## config.mk

```make
export PLATFORM = sky130hd
export DESIGN_NAME = uart_cmd_parser
export DESIGN_NICKNAME = d
export VERILOG_FILES = /design/src/rtl/uart_cmd_pkg.sv /design/src/rtl/cmd_payload_buf.sv /design/src/rtl/uart_cmd_parser.sv
export SDC_FILE = /design/constraint.sdc
export NUM_CORES = 1
export LEC_CHECK = 0
export BUFFER_PORTS_ARGS = -buffer_cell sky130_fd_sc_hd__buf_2
export CAP_MARGIN = 20
export CORE_ASPECT_RATIO = 0.8
export CORE_UTILIZATION = 40
export CTS_CLUSTER_DIAMETER = 200
export DETAILED_ROUTE_END_ITERATION = 6
export GPL_TIMING_DRIVEN = 0
export PLACE_DENSITY_LB_ADDON = 0.08
export SLEW_MARGIN = 10
export SYNTH_ARGS = -nofsm -noshare
export SYNTH_HDL_FRONTEND = slang
export SYNTH_SLANG_ARGS = --single-unit
```

## constraint.sdc

```tcl
create_clock -name clk -period 3.3 [get_ports clk]
set_input_delay 0.66 -clock clk [delete_from_list [all_inputs] [get_ports clk]]
set_output_delay 0.66 -clock clk [all_outputs]
set_load 0.02 [all_outputs]
```

## src/rtl/uart_cmd_pkg.sv

```systemverilog
// Shared constants and FSM state encoding for the UART command parser.
package uart_cmd_pkg;

    localparam logic [7:0] HDR   = 8'h55;
    localparam logic [7:0] OP_WR = 8'hAA;
    localparam logic [7:0] OP_RD = 8'hA5;

    typedef enum logic [2:0] {
        IDLE,
        CMD,
        LEN,
        DATA,
        CHK,
        PUSH,
        TRIG
    } state_t;

endpackage

```

## src/rtl/cmd_payload_buf.sv

```systemverilog
// Payload staging buffer: MAX_LEN x 8 register file, synchronous write,
// asynchronous read, addressed by the parser's byte index.
module cmd_payload_buf #(
    parameter int MAX_LEN = 16,
    parameter int ADDR_W  = 4
) (
    input  logic              clk,
    input  logic              we,
    input  logic [ADDR_W-1:0] waddr,
    input  logic [7:0]        wdata,
    input  logic [ADDR_W-1:0] raddr,
    output logic [7:0]        rdata
);

    logic [7:0] mem [MAX_LEN];

    // Capture one payload byte per write strobe.
    // NOTE: storage has no reset; every entry read during PUSH was written earlier in the same frame.
    always_ff @(posedge clk) begin
        if (we) begin
            mem[waddr] <= wdata;
        end
    end

    assign rdata = mem[raddr];

endmodule

```

## src/rtl/uart_cmd_parser.sv

```systemverilog
// Frames the uart_rx byte stream (0x55 | CMD | LEN | payload | CHK) into
// validated SDRAM write/read commands. Write payload is held in
// cmd_payload_buf and only pushed to the write FIFO once the frame checks out.
// Build option: define UART_CMD_CHKSUM_EN to include and verify the trailing
// XOR checksum byte; without it frames end after LEN (read) or the payload.
module uart_cmd_parser
    import uart_cmd_pkg::*;
#(
    parameter int MAX_LEN     = 16,
    parameter int LEN_W       = 5,
    parameter int TIMEOUT_CYC = 50000
) (
    input  logic             clk,
    input  logic             rst,
    input  logic [7:0]       rx_data,
    input  logic             flag_rx_end,
    input  logic             wfifo_full,
    output logic             wfifo_wr_en,
    output logic [7:0]       wfifo_wr_data,
    output logic             wr_trig,
    output logic             rd_trig,
    output logic [LEN_W-1:0] burst_len,
    output logic             busy,
    output logic             frame_err
);

    localparam int         TO_W      = $clog2(TIMEOUT_CYC);
    localparam int         BUF_AW    = $clog2(MAX_LEN);
    localparam logic [7:0] MAX_LEN_B = 8'(MAX_LEN);

    state_t            state;
    state_t            state_nxt;
    logic [LEN_W-1:0]  idx;
    logic [TO_W-1:0]   to_cnt;
    logic              is_wr;
    logic              err_pend;
    logic              err_now;
    logic              buf_we;
    logic [7:0]        buf_rdata;
    logic              timed;
    logic              to_hit;
    logic              len_ok;
    logic              last_idx;
`ifdef UART_CMD_CHKSUM_EN
    logic [7:0]        chk_acc;
`endif

    assign timed    = (state == CMD) || (state == LEN) || (state == DATA) || (state == CHK);
    assign to_hit   = timed && !flag_rx_end && (to_cnt == TO_W'(TIMEOUT_CYC - 1));
    assign len_ok   = (rx_data != 8'h00) && (rx_data <= MAX_LEN_B);
    assign last_idx = (idx == burst_len - LEN_W'(1));
    assign busy     = (state != IDLE);

    // A byte dropped during TRIG is reported one cycle later so it never coincides with a trig.
    assign frame_err = err_now | err_pend;

    assign wfifo_wr_data = wfifo_wr_en ? buf_rdata : 8'h00;

    cmd_payload_buf #(
        .MAX_LEN (MAX_LEN),
        .ADDR_W  (BUF_AW)
    ) u_buf (
        .clk   (clk),
        .we    (buf_we),
        .waddr (idx[BUF_AW-1:0]),
        .wdata (rx_data),
        .raddr (idx[BUF_AW-1:0]),
        .rdata (buf_rdata)
    );

    // Next-state decode and per-state output strobes.
    // NOTE: every output of this block gets a default first, so no path can infer a latch.
    always_comb begin
        state_nxt   = state;
        err_now     = 1'b0;
        buf_we      = 1'b0;
        wfifo_wr_en = 1'b0;
        wr_trig     = 1'b0;
        rd_trig     = 1'b0;
        case (state)
            IDLE: begin
                if (flag_rx_end && rx_data == HDR) state_nxt = CMD;
            end
            CMD: begin
                if (flag_rx_end) begin
                    if (rx_data == OP_WR || rx_data == OP_RD) begin
                        state_nxt = LEN;
                    end else begin
                        err_now   = 1'b1;
                        state_nxt = IDLE;
                    end
                end
            end
            LEN: begin
                if (flag_rx_end) begin
                    if (!len_ok) begin
                        err_now   = 1'b1;
                        state_nxt = IDLE;
                    end else if (is_wr) begin
                        state_nxt = DATA;
                    end else begin
`ifdef UART_CMD_CHKSUM_EN
                        state_nxt = CHK;
`else
                        state_nxt = TRIG;
`endif
                    end
                end
            end
            DATA: begin
                if (flag_rx_end) begin
                    buf_we = 1'b1;
                    if (last_idx) begin
`ifdef UART_CMD_CHKSUM_EN
                        state_nxt = CHK;
`else
                        state_nxt = PUSH;
`endif
                    end
                end
            end
`ifdef UART_CMD_CHKSUM_EN
            CHK: begin
                if (flag_rx_end) begin
                    if (rx_data != chk_acc) begin
                        err_now   = 1'b1;
                        state_nxt = IDLE;
                    end else begin
                        state_nxt = is_wr ? PUSH : TRIG;
                    end
                end
            end
`endif
            PUSH: begin
                if (!wfifo_full) begin
                    wfifo_wr_en = 1'b1;
                    if (last_idx) state_nxt = TRIG;
                end
                if (flag_rx_end) err_now = 1'b1;
            end
            TRIG: begin
                wr_trig   = is_wr;
                rd_trig   = !is_wr;
                state_nxt = IDLE;
            end
            default: state_nxt = IDLE;
        endcase
        if (to_hit) begin
            err_now   = 1'b1;
            state_nxt = IDLE;
        end
    end

    // State, byte index, inter-byte timeout, command type and latched length.
    // NOTE: sequential state uses non-blocking assignments so every register samples pre-edge values.
    always_ff @(posedge clk) begin
        if (rst) begin
            state     <= IDLE;
            idx       <= '0;
            to_cnt    <= '0;
            is_wr     <= 1'b0;
            err_pend  <= 1'b0;
            burst_len <= '0;
        end else begin
            state    <= state_nxt;
            err_pend <= (state == TRIG) && flag_rx_end;
            to_cnt   <= (timed && !flag_rx_end) ? to_cnt + TO_W'(1) : '0;

            if (state_nxt != state) begin
                idx <= '0;
            end else if (buf_we || wfifo_wr_en) begin
                idx <= idx + LEN_W'(1);
            end

            if (state == CMD && flag_rx_end) begin
                is_wr <= (rx_data == OP_WR);
            end

            if (state == LEN && flag_rx_end && len_ok) begin
                burst_len <= rx_data[LEN_W-1:0];
            end
        end
    end

`ifdef UART_CMD_CHKSUM_EN
    // Running XOR over CMD, LEN and payload bytes of the open frame.
    always_ff @(posedge clk) begin
        if (rst) begin
            chk_acc <= 8'h00;
        end else if (flag_rx_end) begin
            if (state == CMD) begin
                chk_acc <= rx_data;
            end else if (state == LEN || state == DATA) begin
                chk_acc <= chk_acc ^ rx_data;
            end
        end
    end
`endif

endmodule

```

==> results of run 1 <==
-- flip-flops by register name, indices dropped and copies added, names as in the netlist, named ones only --
name       flops
is_wr          1
state          3
burst_len      5
to_cnt        16
idx            5
err_pend       1
u_buf.mem    128
-- routing by layer --
| layer | up-vias | part of all wire | global-route usage | wire (µm) |
|---|---|---|---|---|
| li1 | 1792 | - | - | - |
| met1 | 1938 | 0.50 | 0.2707 | 7377 |
| met2 | 77 | 0.45 | 0.2741 | 6752 |
| met3 | 11 | 0.043 | 0.04253 | 639 |
| met4 | 0 | 0.0080 | 0.05412 | 119 |
| met5 | - | 0 | 0 | 0 |
-- metrics by stage --
| stage | hold slack (ns) | instances | TNS [ns] | setup slack, ns | area (µm²) |
|---|---|---|---|---|---|
| final | 0.4500 | 719 | 0 | 0.1201 | 7853 |
| after global routing | 0.4762 | 719 | -0.001782 | -0.001782 | 7853 |
| after CTS | 0.4556 | 719 | 0 | 0.005348 | 7830 |
| after detailed placement | 0.4473 | 688 | 0 | 0.1633 | 7266 |
| after global placement | 0.4292 | 686 | 0 | 0.04396 | 7241 |
| after floorplan | 0.4175 | 438 | 0 | 0.7056 | 6825 |
-- critical path, delay by kind of cell, from the launching register on --
kind	cells	cell delay, ns
buffers and inverters	3	0.62
multiplexers	2	1.03
AND/OR/NAND/NOR	1	0.15
flip-flops	1	0.30
-- worst paths after layout --
check                           slack (ns)               end  cells past startpoint      start
worst min register to register        0.45         to_cnt[0]                      1  to_cnt[0]
worst max-delay path                  0.12  wfifo_wr_data[1]                      6  flip-flop
worst min-delay path                  0.45         to_cnt[0]                      1  to_cnt[0]
worst max register to register        0.71   u_buf.mem[2][3]                      7   state[0]
-- placed cells by master, fill, tap and decap left out, types with 4 or more instances in the layout --
cell         n
nand2_1     20
xnor2_1      9
clkinv_1     4
or3_1        6
clkbuf_1    11
nand3_1      7
buf_2       33
mux4_2      40
edfxtp_1   128
nand4_1      5
o21ai_0     14
a21oi_1     18
nor3_1       4
nand2b_1     5
nor2b_1     15
clkbuf_16   17
nor2_1      44
ha_1         6
nor4bb_1     4
dfxtp_1     35
xor2_1      10
inv_1       11
-- area by class of cell --
| cell class | count | area share |
|---|---|---|
| sequential | 163 | 0.5787 |
| multi-input combinational | 244 | 0.2750 |
| clock buffer | 20 | 0.05561 |
| tap | 220 | 0.03505 |
| timing repair buffer | 30 | 0.01976 |
| buffer | 20 | 0.01625 |
| clock inverter | 11 | 0.01434 |
| inverter | 11 | 0.005258 |
-- cell families after synthesis --
logic type,count (synthesis),synth area share
flops,163,0.6658
compound gates,44,0.03942
buf+inv,31,0.01980
xor+xnor,19,0.02438
mux,41,0.1335
fa+ha+maj,6,0.01100
simple gates,134,0.1061
-- what timing repair did --
item                       CTS  global route
setup endpoints to repair    8             9
setup buffers                0             0
gates resized for setup      6             6
-- power by group through the flow --
| stage | Clock (W) | Sequential (W) | Combinational, W |
|---|---|---|---|
| after global placement | 0 | 0.00225 | 0.0000540 |
| final | 0.00186 | 0.00221 | 0.0000561 |
| after CTS | 0.00190 | 0.00221 | 0.0000564 |
| after global routing | 0.00199 | 0.00221 | 0.0000617 |
| after detailed placement | 0 | 0.00225 | 0.0000565 |
| after floorplan | 0 | 0.00225 | 0.0000120 |
==> results.toml, run 1 <==
[cts]
cts_hold_buf = 0
cts_root_buf = "clkbuf_16"
htreeDepth = 4
cts_max_path_buffers = 2
cts_sinks = 163
clk_latency_ns = 0.42
clk_pin_slew_worst_paths_ns = 0.06
cts_tree = "built"
cts_inserted_buffers = 17

[detailed_routing]
drtPass1Iterations = 4
antenna_left = 0
drtIter0Drc = 306
routedWlPerCell_um = 20.71
vias = 3818
remaining_drc_errors = 0
vias_per_cell = 5.310
wl_mm = 14.89

[sta]
drv_slew = 0
post-route-period-util = 0.9636
finalHoldViolations = 0
fin_crit_ns = 3.180
maxSlewHeadroom = 0.4279
finalClockSkew_ns = 0.006243
setup_viol_count_final = 0
fmax_mhz = 314.5
tightest_slew_ns = 0.8550

[global_routing]
grt.total_usage = 0.1847
grt_max_degree = 22
grt_pass1_vias = 3727
grt_overflow_total = 0
grt_first_pass_wirelength_mm = 23.00
antenna_found_initial = 0

[synth]
synth_warnings = 0
synth_most_common_cell = "edfxtp_1"
synth_fp_nets = 456
synth_seq_cells = 163
synthTopCellsByCount = "edfxtp_1 (128), nor2_1 (44), mux4_2 (40), dfxtp_1 (35), nand2_1 (20)"
syn_inst = 438
async_reset_ff_frac = 0
synth_enable_flop_cells = 128
synth_flop_cell = "edfxtp_1"
syn-cell-area_mm2 = 0.006825
yosys.area.top_type_share = 0.5632
ys_seq_area_frac = 0.6658
synth_area_leaders = "edfxtp_1 (56%), mux4_2 (13%), dfxtp_1 (10%)"
synth_area_per_cell_um2 = 15.58
ys_types = 46
synth_top_area_cell = "edfxtp_1"

[critical_path]
start_kind = "flip-flop"
critPathMaxStageDelay_ns = 0.55
crit_slowest_cell = "mux4_2"
crit_required_ns = 2.64
crit_top_cell = "mux4_2"
crit_chain = "clkbuf_4, buf_8, mux4_2, mux4_2, nor2b_1, buf_2"
crit_fanout = 10
worstPathArrival_ns = 2.52
crit_type = "reg2out"
crit_path_end_kind = "output pin"

[layout]
final_util = 0.4729
multi_input_area_mm2 = 0.002160
syn_to_final_growth_pct = 15.05
layout-drive-gt1-share = 0.2244
seqCellArea_mm2 = 0.004544
n_antenna_cell = 0
final_nets = 505
final.fill_count = 1491

[floorplan]
die_h_um = 118.8
dieArea_mm2 = 0.01759
core_mm2 = 0.01661
die-width_um = 148.0
fp-row-count = 42
io_pins = 30
start_util = 0.4110

[pwr]
p_seq_frac = 0.536
power_w = 0.004123
vdd_drop_max_uv = 341.5
p_leak_nw = 2.478
internal_power_w = 0.003321
switching_power_w = 0.0008018
power_frac_clock = 0.450
sw_frac_of_total = 0.1945
combPwrFrac = 0.014
power.density_mw_per_mm2 = 525.1

[place]
gp_congestion = 0.8093
hpwl_mm = 10.08
portBuffers = 28

[worst_hold_path]
worstHoldPathType = "reg2reg"

[run]
maxCapViolCount = 0

[outcome]
status = "completed"
(Power assumes the default switching activity.)
==> run 2, diff against run 1 <==
--- a/config.mk
+++ b/config.mk
@@ -11,6 +11,7 @@
 export CORE_UTILIZATION = 40
 export CTS_CLUSTER_DIAMETER = 200
 export DETAILED_ROUTE_END_ITERATION = 6
+export GPL_ROUTABILITY_DRIVEN = 0
 export GPL_TIMING_DRIVEN = 0
 export PLACE_DENSITY_LB_ADDON = 0.08
 export SLEW_MARGIN = 10
==> constraint.sdc (replaced) <==
create_clock -name clk -period 2.84 [get_ports clk]
set_input_delay 0.568 -clock clk [delete_from_list [all_inputs] [get_ports clk]]
set_output_delay 0.568 -clock clk [all_outputs]
set_load 0.02 [all_outputs]
==> run 2 against run 1 <==
The run now ends with setup timing left. Sequential power increased by 16%. Critical path type unchanged. Utilization increased by 1.3 points. Largest power group unchanged. Hold slack about the same. Highest routed layer unchanged. Largest cell class unchanged. Clock skew increased by 0.0026 ns. Wire length increased by 1.6%. Die area unchanged.
==> results.toml, run 2 (synthesized netlist as in run 1, its figures left out) <==
[outcome]
status = "finished with violations"
violations = "setup timing"

[pwr]
internal_power_w = 0.003863
vdd_drop_max_uv = 396.1
power_w = 0.004802
power.density_mw_per_mm2 = 595.5
switching_power_w = 0.0009394
p_seq_frac = 0.535
p_leak_nw = 2.552
sw_frac_of_total = 0.1956
power_frac_clock = 0.450
combPwrFrac = 0.015

[detailed_routing]
routedWlPerCell_um = 20.90
drtIter0Drc = 325
wl_mm = 15.13
vias = 3816
drtPass1Iterations = 4
remaining_drc_errors = 0
antenna_left = 0
vias_per_cell = 5.271

[floorplan]
fp-row-count = 42
core_mm2 = 0.01661
io_pins = 30
die-width_um = 148.0
start_util = 0.4110
dieArea_mm2 = 0.01759
die_h_um = 118.8

[layout]
syn_to_final_growth_pct = 18.15
final_nets = 510
multi_input_area_mm2 = 0.002225
layout_commonest_cell = "edfxtp_1"
biggestRegsByFlops = "u_buf.mem: 128 flops, to_cnt: 16 flops"
n_antenna_cell = 0
largest_register_ffs = 128
layout-drive-gt1-share = 0.2460
layout_common_cells = "edfxtp_1 (128), nor2_1 (44), mux4_2 (40)"
seqCellArea_mm2 = 0.004546
final.fill_count = 1469
regMostFlops = "u_buf.mem"

[critical_path]
start_kind = "flip-flop"
crit_path_end_kind = "output pin"
worst-path-buf-inv = 3
worstPathArrival_ns = 2.45
crit_type = "reg2out"
crit_slowest_cell = "mux4_2"
rr_worst_depth = 7
cp_top_family = "multiplexers"
regToRegSetupSlack_ns = 0.35
critPathMaxStageDelay_ns = 0.54
crit_chain = "buf_12, buf_12, mux4_2, mux4_2, nor2b_4, buf_6"
crit_fanout = 8
crit_required_ns = 2.27
crit_cells = 6

[cts]
clk_pin_slew_worst_paths_ns = 0.06
clk_latency_ns = 0.42
cts_inserted_buffers = 17
cts_max_path_buffers = 2
htreeDepth = 4
cts_sinks = 163
cts_tree = "built"
cts_root_buf = "clkbuf_16"

[sta]
fin_crit_ns = 3.013
rsz0062_at_grt = "yes"
drv_slew = 0
post-route-period-util = 1.061
fmax_mhz = 331.9
finalHoldViolations = 0
postLayoutSetupSlackWorst_ns = -0.1732
finalClockSkew_ns = 0.008818
setup_viol_count_final = 8
maxSlewHeadroom = 0.4261
hold-worst-slack_ns = 0.4499
tightest_slew_ns = 0.8576

[run]
maxCapViolCount = 0

[worst_hold_path]
worstHoldPathType = "reg2reg"
holdPathStages = 1

[global_routing]
grt.total_usage = 0.1871
grt_max_degree = 22
grt_overflow_total = 0
antenna_found_initial = 0
grt_first_pass_wirelength_mm = 23.24
grt_pass1_vias = 3756

[place]
portBuffers = 28
hpwl_mm = 10.08
-- run 2: changes by cell type in the layout (fill, tap and decap cells not counted), moves of 2 or more --
cell and delta:
buf_12 +4, buf_2 -11, buf_4 +8, buf_6 +2, buf_8 -2, clkbuf_4 +2, nor2b_1 -2, nor2b_4 +2
nor4_1 -2
-- run 2: layout make-up --
| type | instances | share of cell area |
|---|---|---|
| flip-flops and latches | 163 | 0.5637 |
| multi-input cells | 244 | 0.2759 |
| clock buffers | 20 | 0.05415 |
| well taps | 220 | 0.03414 |
| repair buffers | 35 | 0.03382 |
| plain buffers | 20 | 0.01924 |
| clock inverters | 11 | 0.01396 |
| inverters | 11 | 0.005120 |
-- run 2: metrics by stage --
step,cells,utilization,area [µm²],setup TNS (ns),worst slack [ns]
after detailed placement,688,0.4375,7266,-1.361,-0.1537
final,724,0.4856,8064,-1.125,-0.1732
after global routing,724,0.4856,8064,-1.786,-0.2460
after global placement,686,0.4360,7241,-8.911,-0.3240
after CTS,723,0.4806,7981,-1.430,-0.1975
after floorplan,438,-,6825,0,0.4296
-- run 2: timing repair --
action / 4_1_cts / 5_1_grt
pin swaps: 0 / 1
endpoints found under the setup margin: 9 / 13
hold buffers: 0 / 0
hold endpoints to repair: 0 / 0
gates cloned: 2 / 1
gates resized for setup: 26 / 19
buffers inserted: 2 / 1
-- run 2: power by group through the flow --
stage | logic (W) | registers, W | clock network [W]
final | 0.0000716 | 0.00257 | 0.00216
after global routing | 0.0000787 | 0.00257 | 0.00232
after CTS | 0.0000677 | 0.00257 | 0.00221
after detailed placement | 0.0000657 | 0.00262 | 0
after global placement | 0.0000628 | 0.00262 | 0
after floorplan | 0.0000139 | 0.00262 | 0
-- run 2: final timing paths --
| path | start | endpoint |
|---|---|---|
| max | flip-flop | wfifo_wr_data[2] |
| max reg2reg | state[0] | u_buf.mem[3][3] |
| min | to_cnt[0] | to_cnt[0] |
| min reg2reg | to_cnt[0] | to_cnt[0] |
-- run 2: layer usage --
layer / routed length, µm / vias up / share of wire / GRT usage
li1: - / 1804 / - / -
met1: 7342 / 1919 / 0.49 / 0.2723
met2: 6903 / 84 / 0.46 / 0.2805
met3: 812 / 9 / 0.054 / 0.04253
met4: 74 / 0 / 0.0049 / 0.05412
met5: 0 / - / 0 / 0
==> run 3, diff against run 2 <==
==> constraint.sdc (replaced) <==
create_clock -name clk -period 2.55 [get_ports clk]
set_input_delay 0.51 -clock clk [delete_from_list [all_inputs] [get_ports clk]]
set_output_delay 0.51 -clock clk [all_outputs]
set_load 0.02 [all_outputs]
==> run 3 against run 2 <==
The run still ends with setup timing left. Global-route usage about the same. Clock skew fell by 0.0030 ns. Total power increased by 11%. Via count is 0.94% higher. Combinational power increased by 18%. Critical path depth stayed put. Sequential power grew 11%. Utilization is 0.51 points higher. Die area unchanged. Design area rose by 1.1%.
==> results.toml, run 3 (synthesized netlist as in run 1, its figures left out) <==
[critical_path]
crit_type = "reg2out"
crit_fanout = 8
crit_path_end = "wfifo_wr_data[2]"
crit_chain = "buf_12, buf_12, mux4_2, mux4_2, nor2b_4, buf_6"
crit_path_end_kind = "output pin"
crit_slowest_cell = "mux4_2"
rr_worst_depth = 6
regToRegSetupSlack_ns = 0.22
start_kind = "flip-flop"
regToRegEndpoint = "u_buf.mem[12][7]"
worstPathArrival_ns = 2.45
crit_required_ns = 2.04
critPathMaxStageDelay_ns = 0.55
r2r-start = "state[0]"

[pwr]
power.density_mw_per_mm2 = 656.5
combPwrFrac = 0.016
p_leak_nw = 2.549
switching_power_w = 0.001045
p_seq_frac = 0.535
internal_power_w = 0.004305
sw_frac_of_total = 0.1953
vdd_drop_max_uv = 436.4
power_frac_clock = 0.450

[global_routing]
grt_pass1_vias = 3784
grt.total_usage = 0.1876
grt_first_pass_wirelength_mm = 23.32
antenna_found_initial = 0
grt_max_degree = 22
grt_overflow_total = 0

[place]
place_area_mm2 = 0.007266
portBuffers = 28
placed_cells = 688
hpwl_mm = 10.08
pre_cts_slack_ns = -0.3857

[cts]
cts_tree = "built"
clk_pin_slew_worst_paths_ns = 0.06
cts_inserted_buffers = 17
cts_sinks = 163
cts_root_buf = "clkbuf_16"
clk_latency_ns = 0.42
cts_max_path_buffers = 2
cts_hold_buf = 0
htreeDepth = 4

[floorplan]
fp-row-count = 42
dieArea_mm2 = 0.01759
die_h_um = 118.8
io_pins = 30
start_util = 0.4110
die-width_um = 148.0
core_mm2 = 0.01661

[worst_hold_path]
hold_path_startpoint = "to_cnt[0]"
worstHoldPathType = "reg2reg"

[sta]
maxSlewHeadroom = 0.4729
drv_slew = 0
setup-tns-final_ns = -3.013
finalHoldViolations = 0
setup_viol_count_final = 8
fin_crit_ns = 2.960
postLayoutSetupSlackWorst_ns = -0.4103
fmax_mhz = 337.8
tightest_slew_ns = 0.7906
rsz0062_at_grt = "yes"
finalClockSkew_ns = 0.005849
post-route-period-util = 1.161
hold-worst-slack_ns = 0.4494

[detailed_routing]
vias_per_cell = 5.313
drtIter0Drc = 316
drtPass1Iterations = 4
antenna_left = 0
remaining_drc_errors = 0
vias = 3852
routedWlPerCell_um = 20.91
wl_mm = 15.16

[outcome]
status = "finished with violations"
violations = "setup timing"

[layout]
final_nets = 511
largest_register_ffs = 128
layout-drive-gt1-share = 0.2752
n_antenna_cell = 0
layout_common_cells = "edfxtp_1 (128), mux4_2 (40), dfxtp_1 (34)"
final.fill_count = 1470
layout_commonest_cell = "edfxtp_1"
regMostFlops = "u_buf.mem"
instances_no_fill = 725
seqCellArea_mm2 = 0.004546
multi_input_area_mm2 = 0.002292
biggestRegsByFlops = "u_buf.mem: 128 flops, to_cnt: 16 flops"
syn_to_final_growth_pct = 19.40
final_area_mm2 = 0.008149

[run]
maxCapViolCount = 0
-- run 3: cell count changes in the layout (fill, tap and decap cells not counted), sizes merged --
| cell | previous run | this run |
|---|---|---|
| buf | 43 | 46 |
| clkbuf | 32 | 30 |
-- run 3: how the worst min path moves through the flow --
stage                     slack, ns         endpoint  cells past startpoint
final                          0.45        to_cnt[0]                      1
after global routing           0.47  u_buf.mem[1][5]                      1
after CTS                      0.46        to_cnt[0]                      1
after detailed placement       0.45        to_cnt[0]                      1
after global placement         0.43        to_cnt[0]                      1
after floorplan                0.42        to_cnt[0]                      1
-- run 3: power by group through the flow --
stage	registers (W)	clock network, W	logic, W
4_1_cts	0.00286	0.00246	0.0000859
2_1_floorplan	0.00292	0	0.0000155
3_5_place_dp	0.00292	0	0.0000732
6_report	0.00286	0.00241	0.0000842
3_3_place_gp	0.00292	0	0.0000699
5_1_grt	0.00286	0.00258	0.0000925
-- run 3: timing repair --
item                                    4_1_cts  5_1_grt
cloned                                        2        1
setup buffers                                 3        1
pin swaps                                     1        0
endpoints found under the setup margin       26      113
resized for setup                            42       24
-- run 3: worst max-delay path, delay by kind of cell (launching register included) --
| kind | cells | cell delay [ns] |
|---|---|---|
| AND/OR/NAND/NOR | 1 | 0.15 |
| flip-flops | 1 | 0.34 |
| buffers and inverters | 3 | 0.46 |
| multiplexers | 2 | 1.07 |
-- run 3: metrics by stage --
step           total power [W]    util
2_1_floorplan         0.002934       -
3_3_place_gp          0.002987  0.4360
3_5_place_dp          0.002990  0.4375
4_1_cts               0.005411  0.4857
5_1_grt               0.005531  0.4907
6_report              0.005350  0.4907
-- run 3: area by class of cell --
type / count / area share
timing repair buffer: 36 / 0.03562
multi-input combinational: 244 / 0.2813
sequential: 163 / 0.5578
clock buffer: 20 / 0.05359
clock inverter: 11 / 0.01382
buffer: 20 / 0.01904
tap: 220 / 0.03378
inverter: 11 / 0.005067
-- run 3: per-layer routing --
metal	vias to the layer above	track usage	share of wire
met5	-	0	0
met4	0	0.05412	0.0078
met3	11	0.04253	0.047
met2	95	0.2817	0.46
met1	1938	0.2727	0.49
li1	1808	-	-
